--- config.mk ---
export PLATFORM = sky130hd
export DESIGN_NAME = display_sched_flat
export DESIGN_NICKNAME = d
export VERILOG_FILES = /design/src/rtl/display_pkg.sv /design/src/rtl/display_sched_if.sv /design/src/rtl/display_sched_rr_arbiter.sv /design/src/rtl/display_sched.sv /design/src/flat_wrapper.sv
export SDC_FILE = /design/constraint.sdc
export NUM_CORES = 1
export LEC_CHECK = 0
export ABC_AREA = 1
export CAP_MARGIN = 15
export CORE_ASPECT_RATIO = 1.75
export CORE_MARGIN = 2
export CORE_UTILIZATION = 32
export CTS_CLUSTER_DIAMETER = 50
export CTS_CLUSTER_SIZE = 16
export DETAILED_ROUTE_END_ITERATION = 12
export SLEW_MARGIN = 30
export SYNTH_ARGS = -nofsm -noshare
export SYNTH_HDL_FRONTEND = slang
export SYNTH_SLANG_ARGS = --single-unit
--- constraint.sdc ---
create_clock -name clk -period 2.5 [get_ports clk]
set_clock_uncertainty 0.1 [all_clocks]
set_input_delay 0.5 -clock clk [delete_from_list [all_inputs] [get_ports clk]]
set_output_delay 0.5 -clock clk [all_outputs]
set_load 0.05 [all_outputs]
--- src/rtl/display_pkg.sv ---
// Shared types and constants for the seven-segment display path.
// Used by the scheduler, the scan FSM and the digit counter.
// Pure declarations; no logic, no latency, no flow control.
package display_pkg;

  // Digits scanned per frame and width of one display word.
  localparam int DIGITS = 8;
  localparam int WORD_W = 32;

  // Scheduler states: waiting for a requester, or showing a granted word.
  typedef enum logic {
    IDLE = 1'b0,
    SHOW = 1'b1
  } sched_state_t;

endpackage

--- src/rtl/display_sched_if.sv ---
// Request bus from NUM_SRC producers into the display scheduler.
// Valid/data are held by the producer until a one-cycle ready pulse.
// Ready is a single-cycle accept pulse; producers must not assume it persists.
interface display_sched_if
  import display_pkg::*;
#(
  parameter int NUM_SRC = 4
);

  logic [NUM_SRC-1:0]             src_valid;
  logic [NUM_SRC-1:0][WORD_W-1:0] src_data;
  logic [NUM_SRC-1:0]             src_ready;

  // Producers drive requests and watch for their accept pulse.
  modport master (
    output src_valid,
    output src_data,
    input  src_ready
  );

  // The scheduler samples requests and issues accept pulses.
  modport slave (
    input  src_valid,
    input  src_data,
    output src_ready
  );

endinterface

--- src/rtl/display_sched_rr_arbiter.sv ---
// Round-robin pick: first requester above last_grant, wrapping modulo NUM_SRC.
// Latency: purely combinational, zero cycles.
// Backpressure: none; the caller decides when the pick is used.
module rr_arbiter #(
  parameter int NUM_SRC = 4
) (
  input  logic [NUM_SRC-1:0]         req,
  input  logic [$clog2(NUM_SRC)-1:0] last_grant,
  output logic [NUM_SRC-1:0]         grant,
  output logic [$clog2(NUM_SRC)-1:0] grant_idx,
  output logic                       any
);

  localparam int IW = $clog2(NUM_SRC);

  // One extra bit so last_grant + offset never overflows before the wrap.
  logic [IW:0]   cand_w;
  logic [IW-1:0] cand;

  // Walk offsets 1..NUM_SRC from last_grant; the first live request wins.
  always_comb begin
    grant     = '0;
    grant_idx = '0;
    any       = 1'b0;
    cand_w    = '0;
    cand      = '0;
    for (int i = 1; i <= NUM_SRC; i++) begin
      cand_w = {1'b0, last_grant} + (IW+1)'(i);
      if (cand_w >= (IW+1)'(NUM_SRC)) begin
        cand_w = cand_w - (IW+1)'(NUM_SRC);
      end
      cand = cand_w[IW-1:0];
      if (!any && req[cand]) begin
        any         = 1'b1;
        grant_idx   = cand;
        grant[cand] = 1'b1;
      end
    end
  end

endmodule

--- src/rtl/display_sched.sv ---
// Round-robin scheduler sharing one 8-digit scan FSM among NUM_SRC requesters.
// Latency: request at edge t -> src_ready/write_ready/writeback after edge t.
// Backpressure: requests wait (valid held) while a value is shown; no grant in SHOW.
module display_sched
  import display_pkg::*;
#(
  parameter int NUM_SRC = 4,
  parameter int FRAME_W = 16
) (
  input  logic                       clk,
  input  logic                       n_rst,
  display_sched_if.slave             src,
  input  logic [FRAME_W-1:0]         frames,
  input  logic                       hold,
  input  logic                       shift_strobe,
  output logic [WORD_W-1:0]          writeback,
  output logic                       write_ready,
  output logic                       rollover_flag,
  output logic [$clog2(NUM_SRC)-1:0] active_src,
  output logic                       busy
);

  localparam int IW = $clog2(NUM_SRC);

  sched_state_t       state, state_nxt;
  logic [IW-1:0]      last_grant, last_grant_nxt;
  logic [FRAME_W-1:0] frames_eff, frames_eff_nxt;
  logic [FRAME_W-1:0] frame_cnt, frame_cnt_nxt;

  logic [WORD_W-1:0]  writeback_nxt;
  logic               write_ready_nxt;
  logic [NUM_SRC-1:0] src_ready_nxt;
  logic               rollover_nxt;
  logic [IW-1:0]      active_nxt;
  logic               busy_nxt;

  // Widened so frame_cnt+1 is compared unsaturated and frames_eff-1 never wraps.
  logic [FRAME_W:0]   cnt_plus1;
  logic [FRAME_W:0]   last_idx;

  logic [NUM_SRC-1:0] grant_oh;
  logic [IW-1:0]      grant_idx;
  logic               grant_any;

  rr_arbiter #(
    .NUM_SRC (NUM_SRC)
  ) u_arb (
    .req        (src.src_valid),
    .last_grant (last_grant),
    .grant      (grant_oh),
    .grant_idx  (grant_idx),
    .any        (grant_any)
  );

  // Next-state and next-output decode; every output is then registered.
  always_comb begin
    state_nxt       = state;
    last_grant_nxt  = last_grant;
    frames_eff_nxt  = frames_eff;
    frame_cnt_nxt   = frame_cnt;
    writeback_nxt   = writeback;
    write_ready_nxt = 1'b0;
    src_ready_nxt   = '0;
    rollover_nxt    = rollover_flag;
    active_nxt      = active_src;
    busy_nxt        = busy;
    cnt_plus1       = {1'b0, frame_cnt} + (FRAME_W+1)'(1);
    last_idx        = {1'b0, frames_eff} - (FRAME_W+1)'(1);

    case (state)
      IDLE: begin
        // shift_strobe is deliberately ignored here.
        if (grant_any) begin
          writeback_nxt   = src.src_data[grant_idx];
          src_ready_nxt   = grant_oh;
          write_ready_nxt = 1'b1;
          active_nxt      = grant_idx;
          last_grant_nxt  = grant_idx;
          frames_eff_nxt  = (frames == '0) ? FRAME_W'(1) : frames;
          frame_cnt_nxt   = '0;
          // frames of 0 or 1 both mean a single frame.
          rollover_nxt    = (frames <= FRAME_W'(1)) && !hold;
          busy_nxt        = 1'b1;
          state_nxt       = SHOW;
        end
      end

      SHOW: begin
        // rollover_flag only moves on strobes, so the scan FSM sees it stable
        // from its last-digit cycle through the following strobe.
        if (shift_strobe) begin
          if (rollover_flag) begin
            rollover_nxt = 1'b0;
            busy_nxt     = 1'b0;
            state_nxt    = IDLE;
          end else begin
            frame_cnt_nxt = (&frame_cnt) ? frame_cnt : frame_cnt + FRAME_W'(1);
            rollover_nxt  = (cnt_plus1 >= last_idx) && !hold;
          end
        end
      end

      default: begin
        state_nxt = IDLE;
      end
    endcase
  end

  // State and registered outputs; reset makes source 0 win first.
  always_ff @(posedge clk or negedge n_rst) begin
    if (!n_rst) begin
      state         <= IDLE;
      last_grant    <= IW'(NUM_SRC - 1);
      frames_eff    <= FRAME_W'(1);
      frame_cnt     <= '0;
      writeback     <= '0;
      write_ready   <= 1'b0;
      src.src_ready <= '0;
      rollover_flag <= 1'b0;
      active_src    <= '0;
      busy          <= 1'b0;
    end else begin
      state         <= state_nxt;
      last_grant    <= last_grant_nxt;
      frames_eff    <= frames_eff_nxt;
      frame_cnt     <= frame_cnt_nxt;
      writeback     <= writeback_nxt;
      write_ready   <= write_ready_nxt;
      src.src_ready <= src_ready_nxt;
      rollover_flag <= rollover_nxt;
      active_src    <= active_nxt;
      busy          <= busy_nxt;
    end
  end

endmodule

--- src/flat_wrapper.sv ---
// flat-port wrapper written by rule: the top's interface ports become plain ports
module display_sched_flat import display_pkg::*;
#(
  parameter int NUM_SRC = 4,
  parameter int FRAME_W = 16
)
  (clk, n_rst, frames, hold, shift_strobe, writeback, write_ready, rollover_flag, active_src, busy, src_src_valid, src_src_data, src_src_ready);
  display_sched_if #(.NUM_SRC(NUM_SRC)) src_i ();
  input  logic clk;
  input  logic n_rst;
  input  logic [FRAME_W-1:0] frames;
  input  logic hold;
  input  logic shift_strobe;
  output logic [WORD_W-1:0] writeback;
  output logic write_ready;
  output logic rollover_flag;
  output logic [$clog2(NUM_SRC)-1:0] active_src;
  output logic busy;
  input wire logic [$bits(src_i.src_valid)-1:0] src_src_valid;
  input wire logic [$bits(src_i.src_data)-1:0] src_src_data;
  output wire logic [$bits(src_i.src_ready)-1:0] src_src_ready;
  assign src_i.src_valid = src_src_valid;
  assign src_i.src_data = src_src_data;
  assign src_src_ready = src_i.src_ready;
  display_sched #(.NUM_SRC(NUM_SRC), .FRAME_W(FRAME_W)) u_core (.clk(clk), .n_rst(n_rst), .src(src_i), .frames(frames), .hold(hold), .shift_strobe(shift_strobe), .writeback(writeback), .write_ready(write_ready), .rollover_flag(rollover_flag), .active_src(active_src), .busy(busy));
endmodule
==> results of run 1 <==
[sequential cells by signal, summed over array words and instances (netlist names)]
| register | cells |
|---|---|
| u_core.rollover_flag | 1 |
| u_core.last_grant | 2 |
| u_core.busy | 1 |
| u_core.frames_eff | 16 |
| u_core.frame_cnt | 16 |
| u_core.write_ready | 1 |
| u_core.active_src | 2 |
| u_core.state | 1 |
| u_core.writeback | 32 |
| u_core.src.src_ready | 4 |
[critical path, cell delays in order (launching register included)]
cell,delay [ns]
dfrtp_1,0.41
nor2_2,0.13
nand2_2,0.08
nor3_4,0.18
nand4_1,0.14
nor3_1,0.20
buf_4,0.17
nand2_4,0.05
xor2_1,0.17
inv_1,0.09
ha_4,0.29
buf_4,0.10
nand4_1,0.08
nor2_1,0.10
nand3_1,0.07
nand4_1,0.11
nand2_1,0.07
a21oi_2,0.12
[stage by stage]
step	hold slack, ns	setup WS, ns	setup TNS [ns]	total power (µW)	util [%]
floorplan	0.1044	0.005580	0	8615	-
global placement	0.2791	-0.2049	-0.2264	11080	46.21
detailed placement	0.2787	-0.3058	-0.3527	11150	46.21
CTS	0.3817	-0.1317	-0.1317	12570	48.33
global route	0.4023	-0.4178	-0.4178	13750	48.90
finish	0.3755	-0.2453	-0.2453	12640	48.90
[metal layers]
metal / wire length, µm / global-route usage (%) / share of wire (%)
met5: 0 / 0 / 0
met4: 434 / 6.789 / 2.2
met3: 827 / 4.335 / 4.3
met2: 11200 / 40.90 / 58
met1: 6987 / 20.56 / 36
[power by group]
group / internal (µW) / switching [µW]
Clock: 754 / 520
Combinational: 3570 / 5700
Sequential: 1740 / 353
Total: 6060 / 6570
[logic make-up after synthesis]
family / Yosys count
AOI/OAI and AO/OA: 58
xor gates and xnor gates: 22
adders and majority gates: 27
buffers and inverters: 104
DFF: 76
and+or+nand+nor: 517
[how the worst max path moves through the flow]
stage / endpoint / slack [ns] / cells past startpoint / from
global route: u_core.rollover_flag$_DFFE_PN0P_ / -0.42 / 16 / u_core.frames_eff[2]$_DFFE_PN0P_
finish: u_core.rollover_flag$_DFFE_PN0P_ / -0.25 / 17 / u_core.frames_eff[2]$_DFFE_PN0P_
CTS: u_core.rollover_flag$_DFFE_PN0P_ / -0.13 / 16 / u_core.frames_eff[0]$_DFFE_PN1P_
floorplan: u_core.rollover_flag$_DFFE_PN0P_ / 0.006 / 18 / u_core.frames_eff[1]$_DFFE_PN0P_
global placement: u_core.rollover_flag$_DFFE_PN0P_ / -0.20 / 18 / u_core.frames_eff[1]$_DFFE_PN0P_
detailed placement: u_core.rollover_flag$_DFFE_PN0P_ / -0.31 / 18 / u_core.frames_eff[1]$_DFFE_PN0P_
[final cells by class]
| cell class | instances | area, µm² |
|---|---|---|
| Clock buffer | 15 | 277.8 |
| Multi-Input combinational cell | 624 | 3482 |
| Sequential cell | 76 | 1906 |
| Clock inverter | 1 | 5.005 |
| Inverter | 61 | 234.0 |
| Fill cell | 1789 | 9185 |
| Timing Repair Buffer | 260 | 2591 |
| Tap cell | 234 | 292.8 |
[cell usage after synthesis (7+ instances only)]
cell type / instances / share of area (%)
o21ai_0: 26 / 2.2
nand3_2: 34 / 5.8
nor3_1: 10 / 0.85
xor2_1: 14 / 2.1
buf_4: 8 / 1.0
xnor2_1: 8 / 1.2
nand4_1: 13 / 1.4
buf_2: 13 / 1.1
buf_6: 11 / 2.1
nand2_1: 260 / 17
a21oi_1: 13 / 1.1
inv_1: 56 / 3.6
nand2_4: 7 / 1.3
o21ai_1: 15 / 1.3
dfrtp_1: 73 / 31
ha_1: 27 / 5.8
nand3_1: 140 / 12
nand2_2: 8 / 0.85
nor2_1: 33 / 2.1
[timing repair]
action,4_1_cts,5_1_grt
gates resized for setup,10,15
buffers inserted,5,2
hold endpoints to repair,13,0
setup endpoints to repair,1,13
gates cloned,0,1
pin swaps,12,11
hold buffers,1,0
==> flow_summary.yaml, run 1 <==
route:
  drc_errors: 0
  wl_per_cell_um: 15.30
  via_per_inst: 4.761
  dr_total_vias: 6051
  drtIter0Drc: 173
  ant_nets: 0
  wl_mm: 19.45
  dr.pass1.iters: 6
synth:
  synthFlopType: "dfrtp_1"
  syn_nets: 983
  async_reset_ff_share_pct: 100.0
  netlist_area_um2: 5862
  synth.distinct_cells: 37
  synth_area_per_cell_um2: 7.291
  synth.mux.area_fraction_pct: 0
  synth_edf_count: 0
  ys_seq_elements: 76
  yosysWarnings: 0
  yosys.area_share.simple_pct: 42.77
  synth_fa_ha_area_share_pct: 5.763
  netlist_instances: 804
  yosysSeqAreaShare_pct: 32.51
  synth_xor_area_share_pct: 3.287
  synth_compound_area_share_pct: 5.123
  synth_top_family_by_area: "simple AND/OR/NAND/NOR gates"
placed_design:
  gp_congestion: 0.8596
  portBuffers: 192
  place_area_um2: 8305
  dp.final_hpwl_mm: 14.69
  post-place-cells: 1246
floorplan:
  fp-row-count: 65
  fp.dieW_um: 106.3
  dieArea_um2: 19460
  top_level_ports: 193
  die_y_um: 183.0
  initial_utilization_pct: 32.61
  core_area_um2: 17970
critical_path:
  crit_required_ns: 2.67
  cp.arrival_ns: 2.92
  rrSetupSlack_ns: -0.25
  rr_endpoint: "u_core.rollover_flag$_DFFE_PN0P_"
  r2r_cells: 17
  crit_path_start_kind: "register"
  rr_startpoint: "u_core.frames_eff[2]$_DFFE_PN0P_"
  path_max_fanout: 3
  critical_path_class: "reg2reg"
  crit_path_end_kind: "register"
sta:
  timing.final.crit_period_ns: 2.745
  postLayoutSetupSlackWorst_ns: -0.2453
  setup_viol: 1
  worst_pin_slew_ns: 0.5828
  hold_violations: 0
  max_slew_margin_pct: 61.03
  fin_crit_sh_pct: 109.8
  slew_violations: 0
  fmax_mhz: 364.3
  rsz0062_at_grt: "yes"
grt:
  antenna_found_initial: 0
  grt_pass1_vias: 6375
  grtUsageTotal_pct: 20.54
  grt_max_degree: 63
  grt_pass1_wl_mm: 31.23
  grt-ovfl-total: 0
status:
  outcome: "finished, violations left"
  failed_checks: "negative setup slack"
worst_hold_path:
  whs_path_depth: 2
  hold_path.startpoint: "u_core.writeback[17]$_DFFE_PN0P_"
  hp-class: "reg2reg"
  worstHoldEndpoint: "u_core.writeback[17]$_DFFE_PN0P_"
clock_network:
  clock-root-buffer: "clkbuf_16"
  htreeDepth: 3
  insertion_delay_ns: 0.35
  clk_pin_slew_ns: 0.06
  cts_tree: "built"
  cts_buffers: 9
  clock_sinks: 76
  clk_path_buf_depth: 2
layout:
  stdcell_area_um2: 8788
  finalNetCount: 1211
  post_route_cells_drive_above_1_share_pct: 16.68
  final_cells: 1271
  mostFrequentLayoutCell: "nand2_1"
  n_antenna_cell: 0
  area_delta_synth_final_pct: 49.93
  final_cell_mix: "255 x nand2_1, 191 x clkdlybuf4s50_1, 137 x nand3_1, 73 x dfrtp_1, 55 x buf_4"
pwr:
  power.leakage_uw: 0.004170
  peakVddDrop_mv: 0.9483
  p_per_area_nw_per_um2: 1438
job:
  maxCapViolCount: 0
(Power assumes the default switching activity.)
==> run 2: changes to the inputs <==
--- a/config.mk
+++ b/config.mk
@@ -14,4 +14,5 @@
 export CTS_CLUSTER_SIZE = 16
 export DETAILED_ROUTE_END_ITERATION = 12
+export PLACE_DENSITY = 0.72
 export SLEW_MARGIN = 30
 export SYNTH_ARGS = -nofsm -noshare
==> constraint.sdc (replaced) <==
create_clock -name clk -period 2.5 [get_ports clk]
set_clock_uncertainty 0.1 [all_clocks]
set_input_delay 0.25 -clock clk [delete_from_list [all_inputs] [get_ports clk]]
set_output_delay 0.25 -clock clk [all_outputs]
set_load 0.05 [all_outputs]
==> run 2 against run 1 <==
  * The flow still finishes with violations (negative setup slack)
  * Clock power rose by 13%
  * Count of clock-buffer cells in the layout shrank 5
  * Sequential share of layout area is 0.50 points higher
  * Final area fell by 2.3%
  * First-iteration DRC count down 4.6%
  * Die area is the same
  * Global-route usage down 1.6 points
  * Maximum frequency is 1.5% higher
  * Critical path type unchanged
  * Critical endpoint unchanged
==> flow_summary.yaml, run 2 (synthesized netlist as in run 1, its figures left out) <==
layout:
  n_antenna_cell: 0
  post_route_cells_drive_above_1_share_pct: 14.30
  seq_area_um2: 1906
  finalNetCount: 1188
  num-fill-cells: 1754
  largest_register_ffs: 32
  stdcell_area_um2: 8589
  regMostFlops: "u_core.writeback"
  mostFrequentLayoutCell: "nand2_1"
  post-route-util_pct: 47.79
  final_cell_mix: "256 x nand2_1, 191 x clkdlybuf4s50_1, 138 x nand3_1, 73 x dfrtp_1, 53 x inv_1"
  multiInputGateArea_um2: 3430
  final_cells: 1248
  area_delta_synth_final_pct: 46.53
  reg.largest.list: "u_core.writeback x32, u_core.frame_cnt x16, u_core.frames_eff x16"
sta:
  setup_viol: 1
  worst_pin_slew_ns: 0.5616
  postLayoutSetupSlackWorst_ns: -0.2056
  holdWs_ns: 0.3315
  timing.final.crit_period_ns: 2.706
  rsz0062_at_grt: "yes"
  fin_crit_sh_pct: 108.2
  slew_violations: 0
  hold_violations: 0
  max_slew_margin_pct: 62.44
  fmax_mhz: 369.6
floorplan:
  die_y_um: 183.0
  fp-row-count: 65
  top_level_ports: 193
  initial_utilization_pct: 32.61
  core_area_um2: 17970
  dieArea_um2: 19460
  fp.dieW_um: 106.3
grt:
  antenna_found_initial: 0
  grt_max_degree: 65
  grt_pass1_wl_mm: 29.34
  grtUsageTotal_pct: 18.96
  grt_pass1_vias: 6285
  grt-ovfl-total: 0
job:
  maxCapViolCount: 0
placed_design:
  dp.final_hpwl_mm: 13.86
  gp_congestion: 0.8533
  portBuffers: 192
  detailedPlace.worstSlack_ns: -0.2905
  place_area_um2: 8133
  post-place-cells: 1228
status:
  outcome: "finished, violations left"
  failed_checks: "negative setup slack"
route:
  via_per_inst: 4.873
  drc_errors: 0
  wl_mm: 18.52
  ant_nets: 0
  dr.pass1.iters: 4
  drtIter0Drc: 165
  dr_total_vias: 6082
  wl_per_cell_um: 14.84
pwr:
  peakVddDrop_mv: 0.9246
  p_per_area_nw_per_um2: 1455
  power.leakage_uw: 0.004048
critical_path:
  critical_path_class: "reg2reg"
  path_max_fanout: 4
  crit_path_start_kind: "register"
  crit_path_end_kind: "register"
  cp.arrival_ns: 2.86
  rrSetupSlack_ns: -0.21
  rr_endpoint: "u_core.rollover_flag$_DFFE_PN0P_"
  crit_required_ns: 2.66
  rr_startpoint: "u_core.frames_eff[1]$_DFFE_PN0P_"
  r2r_cells: 17
clock_network:
  insertion_delay_ns: 0.34
  clk_pin_slew_ns: 0.06
  cts_tree: "built"
  clock_sinks: 76
  cts_buffers: 9
  clk_path_buf_depth: 2
  htreeDepth: 3
  clock-root-buffer: "clkbuf_16"
worst_hold_path:
  hp-class: "in2async"
[run 2: where the power goes]
part	switching, µW	total, µW	internal, µW
logic	5650	8970	3310
clock network	536	1440	902
registers	350	2090	1740
total	6540	12500	5950
[run 2: metal layers]
layer  GRT usage, %  up-vias  part of all wire (%)
li1               -     3036                     -
met1          18.56     2817                    36
met2          37.51      180                    56
met3          2.878       49                   4.4
met4          9.421        0                   4.1
met5              0        -                     0
[run 2: area by class of cell]
cell class	count	area share, %
multi-input combinational	624	39.93
tap	234	3.409
clock buffer	10	2.782
inverter	61	2.724
clock inverter	6	1.005
sequential	76	22.19
timing repair buffer	237	27.97
[run 2: how the worst max path moves through the flow]
stage,slack (ns),endpoint,startpoint
floorplan,0.006,u_core.rollover_flag$_DFFE_PN0P_,u_core.frames_eff[1]$_DFFE_PN0P_
global placement,-0.17,u_core.rollover_flag$_DFFE_PN0P_,u_core.frames_eff[1]$_DFFE_PN0P_
detailed placement,-0.29,u_core.rollover_flag$_DFFE_PN0P_,u_core.frames_eff[1]$_DFFE_PN0P_
CTS,-0.25,u_core.rollover_flag$_DFFE_PN0P_,u_core.frames_eff[2]$_DFFE_PN0P_
global route,-0.46,u_core.rollover_flag$_DFFE_PN0P_,u_core.frames_eff[2]$_DFFE_PN0P_
finish,-0.21,u_core.rollover_flag$_DFFE_PN0P_,u_core.frames_eff[1]$_DFFE_PN0P_
[run 2: timing repair]
action / 4_1_cts / 5_1_grt
hold buffers: 1 / 0
resized for setup: 2 / 14
pin swaps: 3 / 3
endpoints found under the setup margin: 1 / 33
buffers inserted: 0 / 1
cloned: 0 / 2
hold endpoints to repair: 36 / 0
[run 2: per-stage QoR]
stage / TNS, ns / total power (µW)
floorplan: 0 / 8615
global placement: -0.1746 / 10590
detailed placement: -0.2905 / 10700
CTS: -0.2487 / 12220
global route: -0.4633 / 13480
finish: -0.2056 / 12490
[run 2: worst max-delay path, cell delays in order, from the launching register on]
cell,delay [ns]
dfrtp_1,0.38
inv_1,0.08
ha_2,0.19
nand3_2,0.11
nor2_4,0.13
nand3_2,0.12
nor2_4,0.13
nand2_2,0.09
nor3_2,0.13
xor2_1,0.16
inv_1,0.09
ha_4,0.28
nand2_2,0.06
nor3_2,0.18
nand4_1,0.11
nand4_1,0.10
nand2_1,0.06
a21oi_1,0.13
